[config.mk]
export PLATFORM = sky130hd
export DESIGN_NAME = cdb_arbiter
export DESIGN_NICKNAME = d
export VERILOG_FILES = /design/src/rtl/cdb_arbiter.sv
export SDC_FILE = /design/constraint.sdc
export NUM_CORES = 1
export LEC_CHECK = 0
export CAP_MARGIN = 40
export CORE_MARGIN = 2
export CORE_UTILIZATION = 40
export CTS_CLUSTER_SIZE = 30
export DETAILED_ROUTE_END_ITERATION = 8
export PLACE_DENSITY = 0.79
export SYNTH_ARGS = -nofsm -noshare
export SYNTH_HDL_FRONTEND = slang
export SYNTH_SLANG_ARGS = --single-unit
[constraint.sdc]
create_clock -name clock -period 3.8 [get_ports clock]
set_input_delay 0.57 -clock clock [delete_from_list [all_inputs] [get_ports clock]]
set_output_delay 0.57 -clock clock [all_outputs]
set_load 0.03 [all_outputs]
[src/rtl/cdb_arbiter.sv]
// ---------------------------------------------------------------------------
// cdb_arbiter
//
// Purpose:
//   Round-robin arbiter that grants up to two functional-unit (FU) results
//   per cycle onto two common data buses (CDB1, CDB2). The scan starts at a
//   round-robin pointer. The first valid FU found takes slot 1 (CDB1) and the
//   second takes slot 2 (CDB2). Granted results are broadcast on the next
//   rising clock edge.
//
// Handshake (valid/ready):
//   An FU raises fu_valid_in[i] and holds its tag, value and mispredict flag
//   stable until it sees fu_ready_out[i] high in the same cycle. That cycle
//   is the transfer. fu_ready_out is a pure function of fu_valid_in, the
//   round-robin pointer, flush and reset. Nothing downstream can
//   back-pressure a grant.
//
// Ports:
//   clock                  rising-edge clock
//   reset                  synchronous, active-high reset
//   flush                  mispredict recovery; drops every grant this cycle
//   fu_valid_in[N]         per-FU result request
//   fu_tag_in[8N]          per-FU ROB tag, FU i in bits [8i+7:8i]
//   fu_value_in[DW*N]      per-FU result value, FU i in slice i
//   fu_mispredicted_in[N]  per-FU branch-mispredict flag
//   fu_ready_out[N]        per-FU grant (combinational)
//   cdb{1,2}_tag_out       broadcast tags (registered)
//   cdb{1,2}_value_out     broadcast values (registered)
//   cdb{1,2}_mispredicted_out  broadcast mispredict flags (registered)
//   rr_ptr_out             current round-robin pointer (debug)
// ---------------------------------------------------------------------------
module cdb_arbiter #(
  parameter int          NUM_FU     = 4,
  parameter int          DATA_WIDTH = 32,
  parameter logic [7:0]  RSTAG_NULL = 8'hFF,
  localparam int         PTR_W      = (NUM_FU > 1) ? $clog2(NUM_FU) : 1
) (
  input  logic                         clock,
  input  logic                         reset,
  input  logic                         flush,
  input  logic [NUM_FU-1:0]            fu_valid_in,
  input  logic [8*NUM_FU-1:0]          fu_tag_in,
  input  logic [DATA_WIDTH*NUM_FU-1:0] fu_value_in,
  input  logic [NUM_FU-1:0]            fu_mispredicted_in,
  output logic [NUM_FU-1:0]            fu_ready_out,
  output logic [7:0]                   cdb1_tag_out,
  output logic [DATA_WIDTH-1:0]        cdb1_value_out,
  output logic                         cdb1_mispredicted_out,
  output logic [7:0]                   cdb2_tag_out,
  output logic [DATA_WIDTH-1:0]        cdb2_value_out,
  output logic                         cdb2_mispredicted_out,
  output logic [PTR_W-1:0]             rr_ptr_out
);

  localparam logic [PTR_W:0]   NUM_FU_W = (PTR_W+1)'(NUM_FU);
  localparam logic [PTR_W-1:0] LAST_IDX = PTR_W'(NUM_FU - 1);

  // -------------------------------------------------------------------------
  // State
  // -------------------------------------------------------------------------
  logic [PTR_W-1:0]      rr_ptr_q, rr_ptr_d;

  logic [7:0]            cdb1_tag_q, cdb1_tag_d;
  logic [DATA_WIDTH-1:0] cdb1_value_q, cdb1_value_d;
  logic                  cdb1_misp_q, cdb1_misp_d;
  logic [7:0]            cdb2_tag_q, cdb2_tag_d;
  logic [DATA_WIDTH-1:0] cdb2_value_q, cdb2_value_d;
  logic                  cdb2_misp_q, cdb2_misp_d;

  // -------------------------------------------------------------------------
  // Circular scan from rr_ptr_q. Each slot index is kept separately from its
  // found flag so the data muxes below need no priority encoding.
  // -------------------------------------------------------------------------
  logic                  slot1_found, slot2_found;
  logic [PTR_W-1:0]      slot1_idx, slot2_idx;
  logic [NUM_FU-1:0]     slot_sel;

  always_comb begin
    logic [PTR_W:0]   sum;
    logic [PTR_W-1:0] idx;
    slot1_found = 1'b0;
    slot2_found = 1'b0;
    slot1_idx   = '0;
    slot2_idx   = '0;
    slot_sel    = '0;
    sum         = '0;
    idx         = '0;
    for (int k = 0; k < NUM_FU; k++) begin
      // (rr_ptr + k) mod NUM_FU without a divider. The sum is below 2*NUM_FU.
      sum = {1'b0, rr_ptr_q} + (PTR_W+1)'(k);
      if (sum >= NUM_FU_W) begin
        sum = sum - NUM_FU_W;
      end
      idx = sum[PTR_W-1:0];
      if (fu_valid_in[idx]) begin
        if (!slot1_found) begin
          slot1_found   = 1'b1;
          slot1_idx     = idx;
          slot_sel[idx] = 1'b1;
        end else if (!slot2_found) begin
          // Each index is visited once per scan. Slot 2 can never repeat
          // the slot-1 requester.
          slot2_found   = 1'b1;
          slot2_idx     = idx;
          slot_sel[idx] = 1'b1;
        end
      end
    end
  end

  // Grants are suppressed by reset or flush. Reset takes priority over flush,
  // and both have the same effect on the grant vector.
  logic grant_block;
  assign grant_block  = reset | flush;
  assign fu_ready_out = grant_block ? '0 : slot_sel;

  // -------------------------------------------------------------------------
  // Round-robin pointer update
  // -------------------------------------------------------------------------
  function automatic logic [PTR_W-1:0] next_idx(input logic [PTR_W-1:0] i);
    next_idx = (i == LAST_IDX) ? '0 : i + PTR_W'(1);
  endfunction

  always_comb begin
    rr_ptr_d = rr_ptr_q;
    if (grant_block) begin
      rr_ptr_d = '0;
    end else if (slot2_found) begin
      rr_ptr_d = next_idx(slot2_idx);
    end else if (slot1_found) begin
      rr_ptr_d = next_idx(slot1_idx);
    end
  end

  // -------------------------------------------------------------------------
  // Broadcast data for the next cycle. An unfilled slot is null. A granted FU
  // that carries the null tag is consumed, but its slot broadcasts null.
  // -------------------------------------------------------------------------
  logic [7:0]            slot1_tag, slot2_tag;
  logic [DATA_WIDTH-1:0] slot1_value, slot2_value;
  logic                  slot1_misp, slot2_misp;

  assign slot1_tag   = fu_tag_in[int'(slot1_idx)*8 +: 8];
  assign slot2_tag   = fu_tag_in[int'(slot2_idx)*8 +: 8];
  assign slot1_value = fu_value_in[int'(slot1_idx)*DATA_WIDTH +: DATA_WIDTH];
  assign slot2_value = fu_value_in[int'(slot2_idx)*DATA_WIDTH +: DATA_WIDTH];
  assign slot1_misp  = fu_mispredicted_in[slot1_idx];
  assign slot2_misp  = fu_mispredicted_in[slot2_idx];

  always_comb begin
    cdb1_tag_d   = RSTAG_NULL;
    cdb1_value_d = '0;
    cdb1_misp_d  = 1'b0;
    cdb2_tag_d   = RSTAG_NULL;
    cdb2_value_d = '0;
    cdb2_misp_d  = 1'b0;
    if (!grant_block) begin
      if (slot1_found && (slot1_tag != RSTAG_NULL)) begin
        cdb1_tag_d   = slot1_tag;
        cdb1_value_d = slot1_value;
        cdb1_misp_d  = slot1_misp;
      end
      if (slot2_found && (slot2_tag != RSTAG_NULL)) begin
        cdb2_tag_d   = slot2_tag;
        cdb2_value_d = slot2_value;
        cdb2_misp_d  = slot2_misp;
      end
    end
  end

  // -------------------------------------------------------------------------
  // Registers. Reset is synchronous and is folded into the _d logic above.
  // -------------------------------------------------------------------------
  always_ff @(posedge clock) begin
    rr_ptr_q     <= rr_ptr_d;
    cdb1_tag_q   <= cdb1_tag_d;
    cdb1_value_q <= cdb1_value_d;
    cdb1_misp_q  <= cdb1_misp_d;
    cdb2_tag_q   <= cdb2_tag_d;
    cdb2_value_q <= cdb2_value_d;
    cdb2_misp_q  <= cdb2_misp_d;
  end

  // A broadcast registered just before reset rises would otherwise be
  // visible for the first reset cycle. Holding the buses null while reset is
  // high ensures that no pre-reset grant ever reaches a consumer.
  assign cdb1_tag_out          = reset ? RSTAG_NULL : cdb1_tag_q;
  assign cdb1_value_out        = reset ? '0         : cdb1_value_q;
  assign cdb1_mispredicted_out = reset ? 1'b0       : cdb1_misp_q;
  assign cdb2_tag_out          = reset ? RSTAG_NULL : cdb2_tag_q;
  assign cdb2_value_out        = reset ? '0         : cdb2_value_q;
  assign cdb2_mispredicted_out = reset ? 1'b0       : cdb2_misp_q;

  assign rr_ptr_out = rr_ptr_q;

endmodule

==> metrics <==
status=complete, no violations; # hold bufs at CTS=0; GR Util met1=0.293; met3 Use GR=0.0405; GR Layer Usage met2=0.417; first-pass GRT wire length=33.6 mm; Max clock buf depth=2; CTS tree=yes; drt pass-1 iters=6; largest family of logic cells by synthesized area=simple AND/OR/NAND/NOR gates; routed vias=6516; filler cell count=1402; PortBufs=258; vias in the first global route=6334; crit path kind=flop to output port; Synth warnings=0; mux cell area share after synthesis=0.158; post-route clock period utilization=0.898; routed vias/inst=5.36; Synth Area in Compound Gates=0.229; Crit. End Element=output port; mean area per synthesized cell=8.50 um2; Num CTS Buffers=9; #FFs+latches synth=84; max-capacitance violation count=0; CTS H-tree lvls=3; clock sinks=84; Die Wd=132 um; final setup vio count=0; arrival time of the worst setup path=2.84 ns; Clock Latency Late Sink=0.34 ns; fin worst setup slack=0.388 ns; Worst-path clk slew=0.06 ns; Final min period=3.41 ns; CP Max Fanout=14; startpoint types=flop; total negative slack=0 ns; Area growth, synth to finish=48.0%; top_reg_cell synth=dfxtp_1; final core utilization=0.607; Ports=259; Multi-input gate area=4470 um2; peak supply drop=0.340 mV; FF/Latch Area=1680 um2; number of synthesized flops with an enable pin=0; Post-Synth XOR/XNOR Area=0.00403; pwr dens=553 nW/um2; max-slew violations=0; synthesized cell area=6520 um2; Cell variety after synth=59; post-synthesis sequential area ratio=0.258; cell taking the most area after synthesis=dfxtp_1; Resized Gates After CTS=0; Worst-Margin Slew=0.756 ns; Cells after Synth=767; Slew headroom=0.495; Antenna Cells=0; top area cells in the synthesized netlist=dfxtp_1 26%, mux2i_1 12%, a211oi_2 12%; post-synthesis net count=948; initial antenna violation count=0; Clock Skew=0.00651 ns; CTS Root Cell=clkbuf_16; Core Region=15900 um2; largest net degree at the start of global routing=65; post-synth top area share=0.258; Synth Area in Adders=0.0207; GP Congestion=0.899; fin nets=1177; share of cells above drive strength 1=0.163; PnR Total Power=5.34 mW; asr flop ratio synth=0; gr ovfl total=0; total track usage=0.240; dpl hpwl=15.7 mm; WL final=21.3 mm; Max Freq=293 MHz; Initial Util=0.410; worst min path class=flop to flop; worst slack, placed=0.0558 ns; WL/cell=17.5 um; Hold Vio Cnt, Final=0; Leakage Power=3.80 nW; GR peak layer=met2; Final ANT Viol Nets=0; Post-Synth Simple-Gate Area=0.266; # rows=46; postcts setup bufs=0; drt drc=0; CP required=3.23 ns; unrepaired setup endpoints after global routing=false; 1st-iter DRT viols=385; DIE HEIGHT=132 um; Die Area=17300 um2
## per-stage QoR
step	cell area, um2	instances	hold slack [ns]
after floorplan	6520	767	0.780
after global placement	9350	1200	0.631
after detailed placement	9350	1200	0.650
after CTS	9640	1215	0.669
after global routing	9650	1216	0.695
final	9650	1216	0.657
## worst max-delay path, stage by stage (launching register included)
cell      delay, ns
dfxtp_1        0.33
inv_1          0.06
ha_1           0.59
mux4_2         0.54
a21boi_0       0.45
a222oi_1       0.16
a21oi_1        0.19
buf_4          0.19
## synth_stat cells (10+ instances only)
cell      count
a211oi_1     40
nor2b_1     101
buf_2        22
a21oi_1      13
mux2_2       11
nand2_1     136
buf_1        10
o21ai_0      16
dfxtp_1      84
mux2i_1      80
clkbuf_1     34
buf_6        11
a211oi_2     60
ha_1         10
or2_2        18
and3_1       36
## path summary, 6_finish.rpt
check | start | endpoint | slack [ns] | cells past startpoint
worst min-delay path | rr_ptr_out[1]$_SDFFE_PN0P_ | rr_ptr_out[1]$_SDFFE_PN0P_ | 0.66 | 3
worst max register to register | rr_ptr_out[1]$_SDFFE_PN0P_ | cdb2_value_q[19]$_SDFF_PP0_ | 0.44 | 11
worst max-delay path | rr_ptr_out[1]$_SDFFE_PN0P_ | fu_ready_out[3] | 0.39 | 7
worst min register to register | rr_ptr_out[1]$_SDFFE_PN0P_ | rr_ptr_out[1]$_SDFFE_PN0P_ | 0.66 | 3
## where the power goes
group	internal [mW]	switching, mW
combinational	1.42	1.94
clock	0.527	0.364
sequential	1.05	0.0387
## flip-flops by register name, indices dropped and copies added, names as in the netlist
register      flops
rr_ptr_out        2
cdb1_value_q     32
cdb1_tag_q        8
cdb2_misp_q       1
cdb2_value_q     32
cdb1_misp_q       1
cdb2_tag_q        8
## cells in the final DEF, fill, tap and decap left out, drive strengths merged, types with 3 or more instances in the layout
cell,count
mux2,12
o21ai,17
and3,36
or3,4
clkdlybuf4s50,253
a211oi,100
nand4,6
a222oi,4
a21oi,13
ha,10
or2,18
o31ai,3
nor2,6
mux4,4
mux2i,80
a31oi,3
nand3,7
buf,42
inv,7
nand2b,4
clkbuf,12
o22ai,3
nand3b,3
nand2,136
dfxtp,84
nor2b,102
## kinds of logic after synthesis
family / Yosys count
simple gates: 329
compound gates: 161
mux: 96
flops: 84
buf+inv: 83
fa+ha+maj: 11
xor+xnor: 3
## metal layers
metal	part of all wire	vias up
li1	-	3195
met1	0.43	3059
met2	0.49	227
met3	0.051	35
met4	0.028	0
met5	0	-
## cell type report
cell class,count,area share
Multi-Input combinational cell,600,0.464
Timing Repair Buffer,295,0.301
Sequential cell,84,0.174
Tap cell,216,0.0280
Clock buffer,12,0.0256
Clock inverter,3,0.00480
Inverter,6,0.00233
Note: power is estimated with default switching activity, not from simulation.
